==> src/rtl/alu_op_issuer.sv <==
// Sequential initiator for the 32-bit gate-level ALU: accepts one op, holds operands for a settle window, returns result.
// Optional zero flag on the response is enabled by defining ALU_ISSUER_ZERO_FLAG_EN.
module alu_op_issuer #(
  parameter int unsigned ARITH_SETTLE = 8,
  parameter int unsigned LOGIC_SETTLE = 2
) (
  input  logic        clk,
  input  logic        rst_n,
  input  logic        req_valid,
  output logic        req_ready,
  input  logic [2:0]  req_cmd,
  input  logic [31:0] req_a,
  input  logic [31:0] req_b,
  output logic [2:0]  alu_cmd,
  output logic [31:0] alu_a,
  output logic [31:0] alu_b,
  input  logic [31:0] alu_res,
  input  logic        alu_cout,
  input  logic        alu_ovf,
  output logic        resp_valid,
  input  logic        resp_ready,
  output logic [31:0] resp_res,
  output logic        resp_cout,
  output logic        resp_ovf,
  output logic        resp_zero
);

  localparam logic [1:0] IDLE   = 2'd0;
  localparam logic [1:0] SETTLE = 2'd1;
  localparam logic [1:0] RESP   = 2'd2;

  localparam logic [7:0] ARITH_INIT = 8'(ARITH_SETTLE - 1);
  localparam logic [7:0] LOGIC_INIT = 8'(LOGIC_SETTLE - 1);

  logic [1:0] state;
  logic [7:0] cnt;
  logic       is_arith;
  logic       capture;

  // ADD, SUB and SLT go through the carry chain and need the longer window
  always_comb begin
    is_arith = 1'b0;
    case (req_cmd)
      3'd0, 3'd1, 3'd3: is_arith = 1'b1;
      default:          is_arith = 1'b0;
    endcase
  end

  assign req_ready = (state == IDLE);
  assign capture   = (state == SETTLE) && (cnt == '0);

  always_ff @(posedge clk) begin
    if (!rst_n) begin
      state      <= IDLE;
      cnt        <= '0;
      alu_cmd    <= '0;
      alu_a      <= '0;
      alu_b      <= '0;
      resp_valid <= 1'b0;
      resp_res   <= '0;
      resp_cout  <= 1'b0;
      resp_ovf   <= 1'b0;
    end else begin
      case (state)
        IDLE: begin
          if (req_valid) begin
            alu_cmd <= req_cmd;
            alu_a   <= req_a;
            alu_b   <= req_b;
            cnt     <= is_arith ? ARITH_INIT : LOGIC_INIT;
            state   <= SETTLE;
          end
        end
        SETTLE: begin
          if (capture) begin
            resp_res   <= alu_res;
            resp_cout  <= alu_cout;
            resp_ovf   <= alu_ovf;
            resp_valid <= 1'b1;
            state      <= RESP;
          end else begin
            cnt <= cnt - 8'd1;
          end
        end
        RESP: begin
          if (resp_ready) begin
            resp_valid <= 1'b0;
            state      <= IDLE;
          end
        end
        default: state <= IDLE;
      endcase
    end
  end

`ifdef ALU_ISSUER_ZERO_FLAG_EN
  always_ff @(posedge clk) begin
    if (!rst_n) begin
      resp_zero <= 1'b0;
    end else if (capture) begin
      resp_zero <= ~|alu_res;
    end
  end
`else
  assign resp_zero = 1'b0;
`endif

endmodule

==> config.mk <==
export PLATFORM = sky130hd
export DESIGN_NAME = alu_op_issuer
export DESIGN_NICKNAME = d
export VERILOG_FILES = /design/src/rtl/alu_op_issuer.sv
export SDC_FILE = /design/constraint.sdc
export NUM_CORES = 1
export LEC_CHECK = 0
export CORE_ASPECT_RATIO = 1.5
export CORE_MARGIN = 3
export CORE_UTILIZATION = 45
export CTS_CLUSTER_SIZE = 24
export DETAILED_ROUTE_END_ITERATION = 8
export DONT_BUFFER_PORTS = 1
export GPL_ROUTABILITY_DRIVEN = 1
export PLACE_DENSITY = 0.62
export SYNTH_ARGS = -nofsm -noshare
export SYNTH_HDL_FRONTEND = slang
export SYNTH_SLANG_ARGS = --single-unit
export TNS_END_PERCENT = 100
==> constraint.sdc <==
create_clock -name clk -period 4.85 [get_ports clk]
set_clock_uncertainty 0.2 [all_clocks]
set_input_delay 0.97 -clock clk [delete_from_list [all_inputs] [get_ports clk]]
set_output_delay 0.97 -clock clk [all_outputs]
set_load 0.02 [all_outputs]
==> impl_results.md, run 1 <==
* Die Wd at 84.8 um
* Hold Vio Cnt, Final at 0
* Pre-antenna DRT Iters at 4
* # placed instances at 593
* Total gr overflow at 0
* Worst-margin pin slew at 1020 ps
* R2r worst-path depth at 4
* Area Overhead vs Synth at 6.90%
* Fin. max-slew vios at 0
* Register area share after synthesis at 53.5%
* Worst setup EP type: flip-flop
* Reg2reg start: cnt[2]$_SDFFE_PN0P_
* Tot GR Track Use at between 10% and 20%
* CORE AREA at 8930 um2
* Clock slew at reported path FFs at ~70 ps
* Required @ worst endpoint at 4910 ps
* Post-synth EDFFs at 0
* Fmax achieved at 0.412 GHz
* Reg2Reg Setup Slack at between 2000 and 3000 ps
* Worst Hold Class: flip-flop to flip-flop
* Initial antenna violation count at 0
* Asr flop ratio synth at 0%
* Ports at about 210
* Layout fillers at 888
* Setup ws final at 2420 ps
* DP Area at 4170 um2
* Final period utilization at 50.0%
* Synthesis Warnings at 0
* Die area at 10500 um2
* Synth Instances at 515
* Reg2Reg Capture Point: resp_res[9]$_SDFFE_PN0P_
* Initial Utilization at 46.9%
* DRC Markers at 0
* Ant diodes at 0
* Fin Setup TNS at 0 ps
* Port bufs at 0
* Seq cells post-synth at 112
* Clk buf depth at 2
* Maximum vdd drop at approximately 300 uV
* RSZ-0062 raised after global routing: false
* Worst setup path class: input port to flip-flop
* Leading cell type in the layout, fill and taps excluded: nand2_1
* First-pass GRT wire length at 14.8 mm
* Top cells by area, synth: dfxtp_1 (54%), nand2_1 (18%), a21oi_1 (12%)
* Top-area cell type share of the netlist area at 53.5%
* Total number of vias at 3275
* Share of layout cells above drive strength 1 at 9.42%
* Syn_nets at 622
* DIE HEIGHT at roughly 120 um
* Most frequent cells in the layout: nand2_1 (197), dfxtp_1 (112), a21oi_1 (99)
* Root Buffer: clkbuf_16
* Number of max-cap violations at 0
* Worst Path Max Fanout at 76
* Final min period at 2430 ps
* Avg WL per Cell at 16.1 um
* Hold endpoint: cnt[3]$_SDFFE_PN0P_
* Worst-skew pair later-pin latency at around 330 ps
* Design Area, Final at 4480 um2
* Pleak at 1.58 nW
* Setup-failing EPs final at 0
* CTS H-tree depth at 3
* Wirelength, routed at approximately 9.8 mm
* Post CTS Setup Buffer Count at 0
* Crit start category: input port
* Final Net Count at 601
* Main flop type after synthesis: dfxtp_1
* Smallest hold slack at 332 ps
* Largest net degree at the start of global routing at a little under 80
* CTS tree: done
* Starting DRT DRC Count at around 170
* Total power at 2.55 mW
* Num CTS Buffers at 9
* Synthesized area per cell at 8.14 um2
* DRT antenna net count at 0
* Mapped Area at 4190 um2
* Worst hold path depth at 2
* P per Cell Area at 570 nW/um2
* Max-Slew Margin vs Limit at 32.1%
* Distinct cells, synth at 42
* Detailed Place HPWL at 6.95 mm
* Clock sink count at about 110
* CP Data Arrival Time at 2490 ps
* Vias per cell at 5.38
* Setup WS pre-CTS at 2060 ps
* Final core occ at 50.1%
* Vias in the first global route at 2998
* Worst Hold Launch: cnt[3]$_SDFFE_PN0P_
* Top cell type by total area after synthesis: dfxtp_1
* Post-CTS Resized at 0
* Status: finished clean
* Row Count at 42
* Finished Layout Cells at a little over 600
* Gp weighted congestion at 0.797
* CTS Hold Bufs at 0
-- registers in the layout, summed over array words and instances (netlist names), 2 cells and up --
register	cells
cnt	8
state	2
resp_res	32
alu_b	32
alu_cmd	3
alu_a	32
-- Yosys cell counts, types with 2 or more instances --
cell type  count
nand2_1      197
dfxtp_1      112
a21oi_1       99
clkbuf_1      26
nor2_1         9
a21oi_2        8
nand2_2        8
buf_6          5
buf_2          3
inv_1          3
nor4_1         3
or3_1          3
a211oi_1       2
a21oi_4        2
ha_1           2
nand2b_1       2
nand4_1        2
nor3_1         2
o21ai_0        2
or4_4          2
xor2_1         2
-- worst max-delay path, stage by stage --
cell	delay (ps)
clkinv_2	720
buf_4	580
a21oi_1	170
-- worst max path at each step --
stage	to	slack, ps	cells after the start	from
detailed placement	alu_a[27]$_SDFFE_PN0P_	2060	3	rst_n
global route	resp_res[20]$_SDFFE_PN0P_	2240	3	rst_n
finish	alu_a[27]$_SDFFE_PN0P_	2420	3	rst_n
CTS	alu_a[27]$_SDFFE_PN0P_	2400	3	rst_n
floorplan	alu_b[3]$_SDFFE_PN0P_	2440	6	req_valid
global placement	alu_a[19]$_SDFFE_PN0P_	2100	3	rst_n
-- cell families after synthesis --
family                   Yosys count  synth area share, %
AND/OR/NAND/NOR                  237                 23.9
AO/OA/AOI/OAI                    120                 16.4
adder cells (fa/ha/maj)            2                0.597
other                              1               0.0895
buffers and inverters             41                 5.14
XOR/XNOR                           2                0.418
flip-flops                       112                 53.5
-- layout make-up --
class / instances / area [um2] / share of cell area (%)
clock buffers: 13 / 260 / 5.81
multi-input cells: 362 / 1740 / 38.8
well taps: 110 / 138 / 3.07
repair buffers: 5 / 37.5 / 0.838
inverters: 4 / 16.3 / 0.363
flip-flops and latches: 112 / 2240 / 50.1
clock inverters: 3 / 47.5 / 1.06
-- power by group --
group          internal, mW  leakage, nW  switching [mW]  total (mW)
logic                 0.177        0.509           0.326       0.503
registers              1.05        0.916           0.242        1.30
clock network         0.433        0.151           0.320       0.754
-- layer usage --
metal  GRT usage, %  wire (um)
met1           19.0       3670
met2           30.3       4890
met3           6.22       1000
met4           8.81        230
met5              0          0
Note: power is estimated with default switching activity, not from simulation.
==> run 2: changes to the inputs <==
Settings changed: PLACE_DENSITY 0.62 to 0.64.
Clock period 4.85 ns to 2 ns, I/O delays scaled along.
==> impl_results.md, run 2 (same netlist as run 1, synthesis figures left out) <==
* Status: finished clean
* R2r worst-path depth at 5 (+1)
* Worst hold path depth at 2 (unchanged)
* Fin. max-slew vios at 0 (unchanged)
* Layout fillers at 711 (-20%)
* Clock sink count at 112 (unchanged)
* Final Net Count at 716 (+19%)
* DRC Markers at 0 (unchanged)
* Reg2reg start: cnt[5]$_SDFFE_PN0P_
* Vias in the first global route at 3718 (+24%)
* Tot GR Track Use at 20.2% (+2.7 points)
* Detailed Place HPWL at 7.24 mm (+4.1%)
* Total gr overflow at 0 (unchanged)
* Worst Hold Class: input port to flip-flop
* CORE AREA at 8930 um2 (unchanged)
* Pre-antenna DRT Iters at 5 (+1)
* Root Buffer: clkbuf_16
* Area occupied by multi-input gates at 1760 um2 (+1.0%)
* Clk buf depth at 2 (unchanged)
* Worst setup EP type: flip-flop
* First-pass GRT wire length at 17.2 mm (+16%)
* Largest registers: alu_a: 32 flops, alu_b: 32 flops, resp_res: 32 flops
* RSZ-0062 raised after global routing: true
* Register area at 2250 um2 (+0.17%)
* Hold Vio Cnt, Final at 0 (unchanged)
* Required @ worst endpoint at 2030 ps (-2880 ps)
* P per Cell Area at 1160 nW/um2 (+100%)
* Port bufs at 0 (unchanged)
* Setup-failing EPs final at 0 (unchanged)
* # placed instances at 610 (+2.9%)
* Pleak at 2.08 nW (+32%)
* CTS tree: done
* Die Wd at 84.8 um (unchanged)
* Final min period at 1980 ps
* Finished Layout Cells at 724 (+19%)
* Worst Hold Launch: req_b[22]
* Avg WL per Cell at 16.1 um (about the same)
* Reg2Reg Capture Point: resp_ovf$_SDFFE_PN0P_
* DP Area at 4350 um2 (+4.3%)
* Maximum vdd drop at 723 uV (+150%)
* Largest net degree at the start of global routing at 43 (-44%)
* Total number of vias at 3787 (+16%)
* Ports at 209 (unchanged)
* Row Count at 42 (unchanged)
* Design Area, Final at 5650 um2 (+26%)
* CP Data Arrival Time at 2010 ps (-480 ps)
* Initial antenna violation count at 0 (unchanged)
* Total power at 6.56 mW (+160%)
* Worst setup path class: flip-flop to flip-flop
* Most frequent cells in the layout: nand2_1 (197), dfxtp_1 (109), a21oi_1 (97)
* Worst-skew pair later-pin latency at 340 ps (about the same)
* Final period utilization at between 90% and 100%
* Starting DRT DRC Count at 172 (+4.2%)
* Die area at 10500 um2 (unchanged)
* Gp weighted congestion at 0.827 (+3.7%)
* DRT antenna net count at 0 (unchanged)
* Wirelength, routed at 11.6 mm (+19%)
* Clock slew at reported path FFs at 70 ps (about the same)
* Fmax achieved at 0.505 GHz
* Leading cell type in the layout, fill and taps excluded: nand2_1
* Final core occ at 63.2% (+13 points)
* Worst Path Max Fanout at 36 (-53%)
* DIE HEIGHT at 124 um (unchanged)
* Initial Utilization at 46.9% (unchanged)
* Area Overhead vs Synth at 34.8%
* Ant diodes at 0 (unchanged)
* Crit start category: flip-flop
* Share of layout cells above drive strength 1 at 11.9% (+2.5 points)
* CTS H-tree depth at 3 (unchanged)
* Hold endpoint: alu_b[22]$_SDFFE_PN0P_
* Num CTS Buffers at 9 (unchanged)
* Vias per cell at 5.23 (-2.7%)
* Number of max-cap violations at 0 (unchanged)
* Reg2Reg Setup Slack at 20 ps (-2480 ps)
-- run 2: changes by cell type in the layout (fill, tap and decap cells not counted), moves of 3 or more --
cell	change
dlygate4sd3_1	+95
buf_4	+13
buf_12	+4
dfxtp_1	-3
dfxtp_2	+3
-- run 2: per-stage QoR --
step / hold WS (ps) / setup TNS, ps / setup slack [ps]
finish: 8.33 / 0 / 18.9
detailed placement: 331 / -28.9 / -28.9
CTS: 1.12 / 0 / 4.05
global route: 13.4 / -923 / -51.3
global placement: 318 / 0 / 25.4
floorplan: 271 / -2740 / -108
-- run 2: final cells by class --
class | count | area share, %
clock buffer | 10 | 4.05
inverter | 4 | 0.288
sequential | 112 | 39.8
timing repair buffer | 120 | 21.5
tap | 110 | 2.44
multi-input combinational | 362 | 31.1
clock inverter | 6 | 0.908
-- run 2: per-layer routing --
layer	track usage [%]	part of all wire, %
met4	11.6	3.1
met3	6.49	10
met1	21.7	35
met2	35.0	51
met5	0	0
-- run 2: power by group --
group	internal, mW	switching (mW)
registers	2.56	0.561
clock network	0.866	0.820
logic	0.784	0.977
total	4.21	2.36
-- run 2: worst max path at each step --
stage | slack, ps | cells after the start | end | start
finish | 20 | 5 | resp_ovf$_SDFFE_PN0P_ | cnt[5]$_SDFFE_PN0P_
floorplan | -110 | 7 | resp_res[26]$_SDFFE_PN0P_ | cnt[5]$_SDFFE_PN0P_
CTS | 4 | 6 | resp_res[6]$_SDFFE_PN0P_ | cnt[5]$_SDFFE_PN0P_
global route | -50 | 5 | resp_res[7]$_SDFFE_PN0P_ | cnt[5]$_SDFFE_PN0P_
detailed placement | -30 | 5 | cnt[2]$_SDFFE_PN0P_ | cnt[5]$_SDFFE_PN0P_
global placement | 30 | 5 | cnt[2]$_SDFFE_PN0P_ | cnt[5]$_SDFFE_PN0P_
-- run 2: critical path: stages, from the launching register on --
cell and delay [ps]:
dfxtp_2 320, or4_4 540, or4_4 450, buf_12 200, nand2_1 100, a21oi_2 50
-- run 2: timing repair --
item                                    4_1_cts  5_1_grt
endpoints found under the setup margin        1       37
pin swaps                                     1        3
hold buffers                                 95        0
cloned                                        0        2
hold endpoints to repair                     95        0
gates resized for setup                       1        4
setup buffers                                 0        1
==> run 3: changes to the inputs <==
Settings changed: MAX_ROUTING_LAYER from default to met4.
==> impl_results.md, run 3 (same netlist as run 1, synthesis figures left out) <==
* Status: finished with violations
* Failing checks: negative setup slack
* Largest net degree at the start of global routing at 43 (unchanged)
* Die area at 10500 um2 (unchanged)
* Reg2reg start: cnt[5]$_SDFFE_PN0P_
* RSZ-0062 raised after global routing: true
* Hold Vio Cnt, Final at 0 (unchanged)
* Detailed Place HPWL at 7.24 mm (unchanged)
* Largest registers: alu_a: 32 flops, alu_b: 32 flops, resp_res: 32 flops
* Wirelength, routed at 11.7 mm (+0.13%)
* Initial antenna violation count at 0 (unchanged)
* Final period utilization at 101% (+1.7 points)
* Setup-failing EPs final at 1 (+1)
* Area Overhead vs Synth at 34.8% (unchanged)
* Clk buf depth at 2 (unchanged)
* Avg WL per Cell at 16.1 um (+0.13%)
* Worst-skew pair later-pin latency at 340 ps (about the same)
* CTS H-tree depth at 3 (unchanged)
* R2r worst-path depth at 5 (unchanged)
* CORE AREA at 8930 um2 (unchanged)
* Crit start category: flip-flop
* First-pass GRT wire length at 17.2 mm (about the same)
* Worst setup EP type: flip-flop
* Share of layout cells above drive strength 1 at 11.9% (unchanged)
* Met2 Track Usage GR at 35.2% (+0.29 points)
* Register area at 2250 um2 (unchanged)
* Vias in the first global route at 3710 (-0.22%)
* Num CTS Buffers at 9 (unchanged)
* Ant diodes at 0 (unchanged)
* CTS tree: done
* Die Wd at 84.8 um (unchanged)
* Total power at 6.56 mW (about the same)
* Worst Hold Class: input port to flip-flop
* Total number of vias at 3824 (+0.98%)
* Ports at 209 (unchanged)
* Fin Setup TNS at -15.0 ps (-15.0 ps)
* Final Net Count at 716 (unchanged)
* Starting DRT DRC Count at 164 (-4.7%)
* Reg2Reg Setup Slack at -20 ps (-30 ps)
* Gp weighted congestion at 0.840 (+1.5%)
* Final min period at 2020 ps (+33.9 ps)
* Worst Setup SP: cnt[5]$_SDFFE_PN0P_
* Total gr overflow at 0 (unchanged)
* Tot GR Track Use at 20.8% (+0.55 points)
* Clock slew at reported path FFs at 70 ps (about the same)
* Most frequent cells in the layout: nand2_1 (197), dfxtp_1 (109), a21oi_1 (97)
* Pre-antenna DRT Iters at 5 (unchanged)
* Worst Path Max Fanout at 36 (unchanged)
* Setup WS pre-CTS at -28.9 ps (unchanged)
* Row Count at 42 (unchanged)
* DRT antenna net count at 0 (unchanged)
* CP Data Arrival Time at 2050 ps (+40 ps)
* Fmax achieved at 0.496 GHz (-1.7%)
* Layout fillers at 708 (-0.42%)
* Fin. max-slew vios at 0 (unchanged)
* Setup ws final at -15.0 ps (-33.9 ps)
* Port bufs at 0 (unchanged)
* Area occupied by multi-input gates at 1760 um2 (unchanged)
* Number of max-cap violations at 0 (unchanged)
* GRT busiest layer: met2
* Clock sink count at 112 (unchanged)
* DRC Markers at 0 (unchanged)
* Met1 Use GR at 21.8% (+0.12 points)
* Smallest hold slack at 8.98 ps (+0.652 ps)
* Grt met3 use at 5.76% (-0.73 points)
* Reg2Reg Capture Point: resp_res[16]$_SDFFE_PN0P_
* Maximum vdd drop at 726 uV (+0.36%)
* Final core occ at 63.2% (unchanged)
* Leading cell type in the layout, fill and taps excluded: nand2_1
* Pleak at 2.08 nW (unchanged)
* Initial Utilization at 46.9% (unchanged)
* DIE HEIGHT at 124 um (unchanged)
* Required @ worst endpoint at 2030 ps (about the same)
* Root Buffer: clkbuf_16
* Vias per cell at 5.28 (+0.98%)
* P per Cell Area at 1160 nW/um2 (about the same)
* Setup crit end: resp_res[16]$_SDFFE_PN0P_
* Worst setup path class: flip-flop to flip-flop
run 3: cell counts in the layout (fill, tap and decap cells not counted):
Identical to the previous run, type by type.
run 3: worst min-delay path by stage:
stage / start / to / slack (ps) / depth (start not counted)
final: req_b[22] / alu_b[22]$_SDFFE_PN0P_ / 9 / 2
after global routing: alu_res[12] / resp_res[12]$_SDFFE_PN0P_ / 10 / 2
after CTS: req_b[17] / alu_b[17]$_SDFFE_PN0P_ / 1 / 2
after detailed placement: cnt[7]$_SDFFE_PN0P_ / cnt[7]$_SDFFE_PN0P_ / 330 / 2
after global placement: cnt[7]$_SDFFE_PN0P_ / cnt[7]$_SDFFE_PN0P_ / 320 / 2
after floorplan: cnt[3]$_SDFFE_PN0P_ / cnt[3]$_SDFFE_PN0P_ / 270 / 2
run 3: area by class of cell:
class	count	share of cell area, %
clock buffer	10	4.05
clock inverter	6	0.908
inverter	4	0.288
multi-input combinational	362	31.1
sequential	112	39.8
tap	110	2.44
timing repair buffer	120	21.5
run 3: metal layers:
metal | part of all wire (%) | vias up
li1 | - | 1862
met1 | 35 | 1727
met2 | 53 | 205
met3 | 9.2 | 30
met4 | 3.1 | 0
met5 | 0 | -
run 3: report_power, final:
| group | switching [mW] | internal, mW | leakage (nW) | total, mW |
|---|---|---|---|---|
| clock | 0.824 | 0.866 | 0.133 | 1.69 |
| combinational | 0.971 | 0.784 | 1.03 | 1.76 |
| sequential | 0.560 | 2.56 | 0.917 | 3.12 |
| total | 2.36 | 4.21 | 2.08 | 6.56 |
run 3: metrics by stage:
step	cell area, um2	instances
2_1_floorplan	4190	515
5_1_grt	5650	724
6_report	5650	724
3_5_place_dp	4350	610
3_3_place_gp	4350	610
4_1_cts	5590	721
run 3: critical path: stages, from the launching register on:
cell	delay, ps
dfxtp_2	320
or4_4	540
or4_4	450
buf_12	200
nand2_1	110
a21oi_1	70
run 3: what timing repair did:
| action | in CTS | in global routing |
|---|---|---|
| pin swaps | 1 | 3 |
| resized for setup | 1 | 4 |
| hold buffers | 95 | 0 |
| gates cloned | 0 | 2 |
| setup endpoints to repair | 1 | 37 |
| buffers inserted | 0 | 1 |
| endpoints found under the hold margin | 95 | 0 |
